`src/rtl/apb_pkg.sv`:
```
// Shared types and helpers for the CPU-bus to APB4 bridge: FSM state encoding,
// access-width codes, and the lane strobe / write-data replication rules.
package apb_pkg;

  typedef enum logic [1:0] {
    IDLE   = 2'd0,
    SETUP  = 2'd1,
    ACCESS = 2'd2
  } apb_state_e;

  localparam logic [2:0] SIZE_BYTE = 3'b000;
  localparam logic [2:0] SIZE_HALF = 3'b001;
  localparam logic [2:0] SIZE_WORD = 3'b010;

  localparam logic [31:0] TIMEOUT_RDATA = 32'hDEAD_BEEF;

  // Reads never strobe; unknown width codes fall back to a full word.
  function automatic logic [3:0] gen_pstrb(input logic [2:0] size,
                                           input logic [1:0] addr_lo,
                                           input logic       write);
    logic [3:0] s;
    s = 4'b0000;
    if (write) begin
      case (size)
        SIZE_BYTE: s = 4'b0001 << addr_lo;
        SIZE_HALF: s = 4'b0011 << {addr_lo[1], 1'b0};
        SIZE_WORD: s = 4'b1111;
        default:   s = 4'b1111;
      endcase
    end
    return s;
  endfunction

  function automatic logic [31:0] align_wdata(input logic [2:0]  size,
                                              input logic [31:0] data);
    logic [31:0] w;
    case (size)
      SIZE_BYTE: w = {4{data[7:0]}};
      SIZE_HALF: w = {2{data[15:0]}};
      default:   w = data;
    endcase
    return w;
  endfunction

endpackage

```
`src/rtl/apb_addr_decoder.sv`:
```
// Combinational address decode to one-hot slave select, slave index and hit flag.
// Zero latency; no state, no backpressure.
module apb_addr_decoder #(
  parameter int          N_SLAVES    = 4,
  parameter logic [31:0] BASE_ADDR   = 32'h1000_0000,
  parameter int          REGION_BITS = 12
) (
  input  logic [31:0]         addr,
  output logic [N_SLAVES-1:0] sel,
  output logic [3:0]          idx,
  output logic                hit
);

  logic in_window;
  logic unused_addr_bits;

  // Only the window and index fields matter; fold the rest so they read as consumed.
  assign unused_addr_bits = ^addr;

  always_comb begin
    idx       = addr[REGION_BITS +: 4];
    in_window = (addr[31:16] == BASE_ADDR[31:16]);
    hit       = in_window && (32'(idx) < N_SLAVES);
    sel       = '0;
    for (int i = 0; i < N_SLAVES; i++) begin
      if (hit && (idx == 4'(i))) sel[i] = 1'b1;
    end
  end

endmodule

```
`src/rtl/apb_master_bridge.sv`:
```
// CPU simple-bus responder issuing one APB4 SETUP/ACCESS per transfer; ready no earlier than T+2.
// Stalls in ACCESS on PREADY low; APB_TIMEOUT_EN adds a watchdog forcing completion with 0xDEADBEEF.
module apb_master_bridge
  import apb_pkg::*;
#(
  parameter int          N_SLAVES       = 4,
  parameter logic [31:0] BASE_ADDR      = 32'h1000_0000,
  parameter int          REGION_BITS    = 12,
  parameter int          TIMEOUT_CYCLES = 16
) (
  input  logic                     clk,
  input  logic                     reset,
  input  logic                     transfer,
  input  logic                     busWe,
  input  logic [31:0]              busAddr,
  input  logic [31:0]              busWData,
  input  logic [2:0]               strb,
  output logic [31:0]              busRData,
  output logic                     ready,
  output logic [31:0]              PADDR,
  output logic                     PWRITE,
  output logic [N_SLAVES-1:0]      PSEL,
  output logic                     PENABLE,
  output logic [31:0]              PWDATA,
  output logic [3:0]               PSTRB,
  input  logic [N_SLAVES-1:0][31:0] PRDATA,
  input  logic [N_SLAVES-1:0]      PREADY
);

  localparam logic [1:0] ST_IDLE   = IDLE;
  localparam logic [1:0] ST_SETUP  = SETUP;
  localparam logic [1:0] ST_ACCESS = ACCESS;

  logic [1:0]          state_q, state_d;
  logic [31:0]         addr_q, addr_d;
  logic [31:0]         wdata_q, wdata_d;
  logic [3:0]          pstrb_q, pstrb_d;
  logic                write_q, write_d;
  logic                hit_q, hit_d;
  logic [N_SLAVES-1:0] sel_q, sel_d;

  logic [N_SLAVES-1:0] dec_sel;
  logic [3:0]          unused_dec_idx;
  logic                dec_hit;
  logic                sel_pready;
  logic [31:0]         sel_prdata;
  logic                timeout;
  logic                done;
  logic                in_xfer;

  apb_addr_decoder #(
    .N_SLAVES    (N_SLAVES),
    .BASE_ADDR   (BASE_ADDR),
    .REGION_BITS (REGION_BITS)
  ) u_dec (
    .addr (busAddr),
    .sel  (dec_sel),
    .idx  (unused_dec_idx),
    .hit  (dec_hit)
  );

  // Non-selected slaves are don't-care, so mux purely on the latched one-hot select.
  always_comb begin
    sel_pready = 1'b0;
    sel_prdata = '0;
    for (int i = 0; i < N_SLAVES; i++) begin
      if (sel_q[i]) begin
        sel_pready = PREADY[i];
        sel_prdata = PRDATA[i];
      end
    end
  end

`ifdef APB_TIMEOUT_EN
  localparam int CNT_W = $clog2(TIMEOUT_CYCLES + 1);

  logic [CNT_W-1:0] cnt_q, cnt_d;

  always_comb begin
    cnt_d = cnt_q;
    if (state_q == ST_SETUP) begin
      cnt_d = '0;
    end else if ((state_q == ST_ACCESS) && !sel_pready &&
                 (cnt_q != CNT_W'(TIMEOUT_CYCLES))) begin
      cnt_d = cnt_q + CNT_W'(1);
    end
  end

  always_ff @(posedge clk) begin
    if (reset) cnt_q <= '0;
    else       cnt_q <= cnt_d;
  end

  assign timeout = (state_q == ST_ACCESS) && hit_q && (cnt_q == CNT_W'(TIMEOUT_CYCLES));
`else
  localparam int unused_timeout_cycles = TIMEOUT_CYCLES;
  assign timeout = 1'b0;
`endif

  // A miss has no slave to wait for, so it completes on the first ACCESS cycle.
  assign done = !hit_q || sel_pready || timeout;

  always_comb begin
    state_d = state_q;
    addr_d  = addr_q;
    wdata_d = wdata_q;
    pstrb_d = pstrb_q;
    write_d = write_q;
    hit_d   = hit_q;
    sel_d   = sel_q;
    case (state_q)
      ST_IDLE: begin
        if (transfer) begin
          state_d = ST_SETUP;
          addr_d  = busAddr;
          wdata_d = align_wdata(strb, busWData);
          pstrb_d = gen_pstrb(strb, busAddr[1:0], busWe);
          write_d = busWe;
          hit_d   = dec_hit;
          sel_d   = dec_sel;
        end
      end
      ST_SETUP:  state_d = ST_ACCESS;
      ST_ACCESS: if (done) state_d = ST_IDLE;
      default:   state_d = ST_IDLE;
    endcase
  end

  always_ff @(posedge clk) begin
    if (reset) begin
      state_q <= ST_IDLE;
      addr_q  <= '0;
      wdata_q <= '0;
      pstrb_q <= '0;
      write_q <= 1'b0;
      hit_q   <= 1'b0;
      sel_q   <= '0;
    end else begin
      state_q <= state_d;
      addr_q  <= addr_d;
      wdata_q <= wdata_d;
      pstrb_q <= pstrb_d;
      write_q <= write_d;
      hit_q   <= hit_d;
      sel_q   <= sel_d;
    end
  end

  // Reset masks handshake outputs immediately so an abandoned transfer never pulses ready.
  always_comb begin
    in_xfer  = (state_q == ST_SETUP) || (state_q == ST_ACCESS);
    PSEL     = (in_xfer && !reset) ? sel_q : '0;
    PENABLE  = (state_q == ST_ACCESS) && !reset;
    ready    = (state_q == ST_ACCESS) && done && !reset;
    PADDR    = addr_q;
    PWRITE   = write_q;
    PWDATA   = wdata_q;
    PSTRB    = pstrb_q;
    busRData = '0;
    if (ready) begin
      if (timeout && !sel_pready) busRData = TIMEOUT_RDATA;
      else if (hit_q && !write_q) busRData = sel_prdata;
    end
  end

endmodule

```
`config.mk`:
```
export PLATFORM = sky130hd
export DESIGN_NAME = apb_master_bridge
export DESIGN_NICKNAME = d
export VERILOG_FILES = /design/src/rtl/apb_pkg.sv /design/src/rtl/apb_addr_decoder.sv /design/src/rtl/apb_master_bridge.sv
export SDC_FILE = /design/constraint.sdc
export NUM_CORES = 1
export LEC_CHECK = 0
export CELL_PAD_IN_SITES_DETAIL_PLACEMENT = 0
export CELL_PAD_IN_SITES_GLOBAL_PLACEMENT = 1
export CORE_AREA = 3 3 141 143
export DETAILED_ROUTE_END_ITERATION = 10
export DIE_AREA = 0 0 144 146
export PLACE_DENSITY_LB_ADDON = 0.1
export SLEW_MARGIN = 20
export SYNTH_ARGS = -nofsm -noshare
export SYNTH_HDL_FRONTEND = slang
export SYNTH_SLANG_ARGS = --single-unit
```
`constraint.sdc`:
```
create_clock -name clk -period 2 [get_ports clk]
set_clock_uncertainty 0.1 [all_clocks]
set_input_delay 0.2 -clock clk [delete_from_list [all_inputs] [get_ports clk]]
set_output_delay 0.2 -clock clk [all_outputs]
set_load 0.05 [all_outputs]
```
==> reports/results.txt <==
The number of buffers created by CTS is 9, and the area growth from synthesis to final layout is 95.4%. The most common flop cell mapped by yosys is sky130_fd_sc_hd__dfxtp_1. The worst register-to-register path has a depth of 7.

The clock net in this run drives a total of 76 sinks. Number of nets in the layout: 1,080. After layout, the design draws a total of 5650 µW. The slowest stage of the critical path belongs to the cell sky130_fd_sc_hd__dfxtp_4. The logs give 3 for the CTS H-tree depth and 0.288 for the part of the power in the clock network. Counting flops with a built-in enable in the synthesized netlist gives 0. On the worst path, the slowest cell contributes a delay of 370 ps. TritonCTS built the clock tree. The first global-routing pass estimated 31.1 mm of wire.

Setup repair after global routing could not meet its margin everywhere. The number of global-route vias before repair is 5,475, and the wire length per cell is 18.9 µm. The cell total after placement is 1,094, and the power per cell area is 645 mW/mm².

The run gives 0 as the number of max-capacitance violations reported. For the tightest slew margin relative to the limit, the log shows 0.484. The min-delay analysis places its worst path in the category in -> reg.

The run gives 0.321 as the share of total power in sequential cells. Counting every net in the synthesized netlist gives 786. Leaving out fill and tap cells, the most frequent cells in the layout are sky130_fd_sc_hd__clkdlybuf4s50_1, sky130_fd_sc_hd__nand2_1, sky130_fd_sc_hd__dfxtp_1. Once detailed placement completed, the half-perimeter wirelength came to 16.3 mm.

For the cell area after layout, the log shows 0.00875 mm². Required arrival time at the worst endpoint: 1700 ps. The mean instance size in the synthesized netlist is 7.73 µm², and the final critical-path setup slack is -236 ps.

The total global routing track utilization is 0.188, and the core outline area is 0.0187 mm². Along the worst path, the maximum fanout reaches 30. The hold violation total from the final report was 0; the switching portion of total power was 0.359. The die is 146 µm tall. The run gives 0.00827 mm² as the cell area reported after detailed placement. Summing every instance area after synthesis gives 0.00448 mm².

Port buffering added 309 buffers. Setup violations remaining at the end of the flow were counted as 33. The count of mapped cells out of synthesis was 579.

Across all layers, the routed design uses 5,294 vias. The highest achievable clock rate came out at 447 MHz. The share of flip-flops with an asynchronous set or reset is 0.

The critical path starts at sel_q[1]. The kind of cell adding the most delay to the critical path was compound AO/OA/AOI/OAI gates. The startpoint identified for the worst register-to-register timing path is sel_q[2]. The logs give 0 for the count of pins over their slew limit and 3620 µW for the internal cell power.

The library cell used most frequently in the layout, excluding fill and tap cells, is sky130_fd_sc_hd__clkdlybuf4s50_1. The detail route stage leaves a number of antenna-violating nets equal to 0. The initial core utilization is 0.239, and the routability congestion estimate from global placement is 0.935. Traced cell by cell, the critical path runs through nor2b_2 > buf_12 > a221oi_1 > a211o_1 > a21oi_2 > buf_12. The tools report the destination of the worst register-to-register timing path as state_q[0]. The actual transition at the worst max-transition pin is 775 ps. For the initial DRC count, the log shows 226. The worst hold path begins at reset. The initial antenna violation count was 1. The number of antenna diodes in the final layout is 0.

The ratio of cells with drive above 1 in the final layout came out at 0.153. After clock tree synthesis, the clock-pin slew on the worst setup and hold paths is 60 ps. The tools report the number of distinct library cells after synthesis as 35.

The proportion of power drawn by combinational gates came out at 0.392. STA classifies the critical path endpoint as an output port. Classification of the worst setup path: reg -> out. At the worst endpoint, the arrival time is 1940 ps. The insertion delay of the later-clocked pin in the worst-skew pair is 330 ps.

The first detailed-routing pass took 4 iterations. The flow ran to the end, but the final reports show violations. The worst setup path is launched from a register. The placement row count is 50. For this design the top-level I/O count stands at 310. The share of the yosys chip area belonging to registers was 0.340; the worst ir drop on vdd was 0.496 mV. Cell depth of the worst min-delay path: 3.

The finished layout holds 1,112 standard cells, fillers aside. The setup check on the worst reg-to-reg path leaves a slack of 180 ps. For this run, design rule violations remaining after detail routing come to 0. The minimum clock period came out at 2240 ps. Library cell appearing most often on the critical path: sky130_fd_sc_hd__buf_12. For the number of buffers on the longest clock path, the log shows 2.

The final reports fail on setup timing. Largest net degree at the start of global routing: 69. The die is 144 µm wide. After detailed routing, the total wire length is 21.0 mm. The number of storage elements in the synthesis netlist works out to 76. For hold timing, the worst endpoint is PADDR[13]. The Yosys step of the flow raised 0 warnings. The logs give 2030 µW for the net switching power and 0 for the final global-route overflow total.

The floorplan step defined a die boundary enclosing 0.0210 mm². After detailed routing, the number of vias per cell comes to 4.76. The tree is rooted in a sky130_fd_sc_hd__clkbuf_16.

The final cycle utilization of the critical path was 1.12. Hold repair after CTS inserted 0 buffers. Summed over all cells, the static leakage comes to 0.00310 µW. The critical path buffer and inverter count works out to 2.
-- final cells by class --
cell class	count	area, µm²
Inverter	41	154
Clock buffer	10	239
Fill cell	1819	9950
Tap cell	234	293
Clock inverter	6	63.8
Multi-Input combinational cell	408	2720
Sequential cell	76	1530
Timing Repair Buffer	337	3750
-- state kept, by name (all words and copies together), names as in the netlist --
name     count
PADDR       32
PWDATA      32
PSTRB        4
sel_q        4
state_q      2
PWRITE       1
hit_q        1
-- per-stage QoR --
stage                util  setup WS, ps  hold WS (ps)  setup TNS (ps)
finish              0.468          -236           194           -6320
global route        0.468          -304           217           -9190
CTS                 0.464          -287           171           -8540
detailed placement  0.442          -246           348           -6600
global placement    0.442          -187           342           -4830
floorplan               -          -117           201           -3500
-- cells in the mapped netlist (all sizes together), types with 3 or more instances --
| master | number | area share |
|---|---|---|
| o41ai | 4 | 0.0078 |
| inv | 41 | 0.034 |
| a21oi | 75 | 0.11 |
| dfxtp | 76 | 0.34 |
| a221oi | 33 | 0.068 |
| a311oi | 8 | 0.016 |
| a22oi | 4 | 0.0067 |
| nor2 | 34 | 0.032 |
| nor4 | 3 | 0.0084 |
| nand2b | 4 | 0.0056 |
| nand2 | 136 | 0.11 |
| ha | 4 | 0.011 |
| o21ai | 20 | 0.022 |
| clkbuf | 31 | 0.026 |
| mux2i | 26 | 0.058 |
| and2 | 5 | 0.0070 |
| a211oi | 8 | 0.013 |
| nor2b | 3 | 0.0042 |
| buf | 23 | 0.029 |
| a211o | 32 | 0.063 |
-- power by group through the flow --
stage                     clock network (µW)  logic [µW]  registers (µW)
after detailed placement                   0        2220            1850
after global routing                    1740        2360            1830
after global placement                     0        2190            1840
final                                   1630        2210            1810
after floorplan                            0         583            2480
after CTS                               1690        2230            1810
-- how the worst max path moves through the flow --
| stage | to | slack [ps] | depth (start not counted) |
|---|---|---|---|
| finish | busRData[10] | -240 | 6 |
| detailed placement | sel_q[2] | -250 | 5 |
| floorplan | busRData[10] | -120 | 7 |
| global placement | sel_q[3] | -190 | 5 |
| CTS | busRData[19] | -290 | 6 |
| global route | busRData[10] | -300 | 6 |
-- cell families after synthesis --
group	Yosys count	share of synthesized area
mux	26	0.0581
simple gates	191	0.186
fa+ha+maj	4	0.0112
compound gates	187	0.316
flops	76	0.340
buf+inv	95	0.0894
-- metal layers --
| layer | wire length [µm] | up-vias | GRT usage | part of all wire |
|---|---|---|---|---|
| li1 | - | 2610 | - | - |
| met1 | 7870 | 2475 | 0.204 | 0.38 |
| met2 | 11000 | 189 | 0.348 | 0.52 |
| met3 | 1770 | 20 | 0.0529 | 0.084 |
| met4 | 346 | 0 | 0.0589 | 0.017 |
| met5 | 0 | - | 0 | 0 |
-- repair_timing --
action,in CTS,in global routing
cloned,0,0
endpoints found under the setup margin,37,37
resized for setup,16,11
pin swaps,2,2
setup buffers,1,1
-- worst register-to-register path: cells and delay by family (launching register included) --
kind,cells,cell delay [ps]
buf+inv,3,360
flops,1,380
mux,1,140
compound gates,3,720
Power figures use the tool's default switching activity.
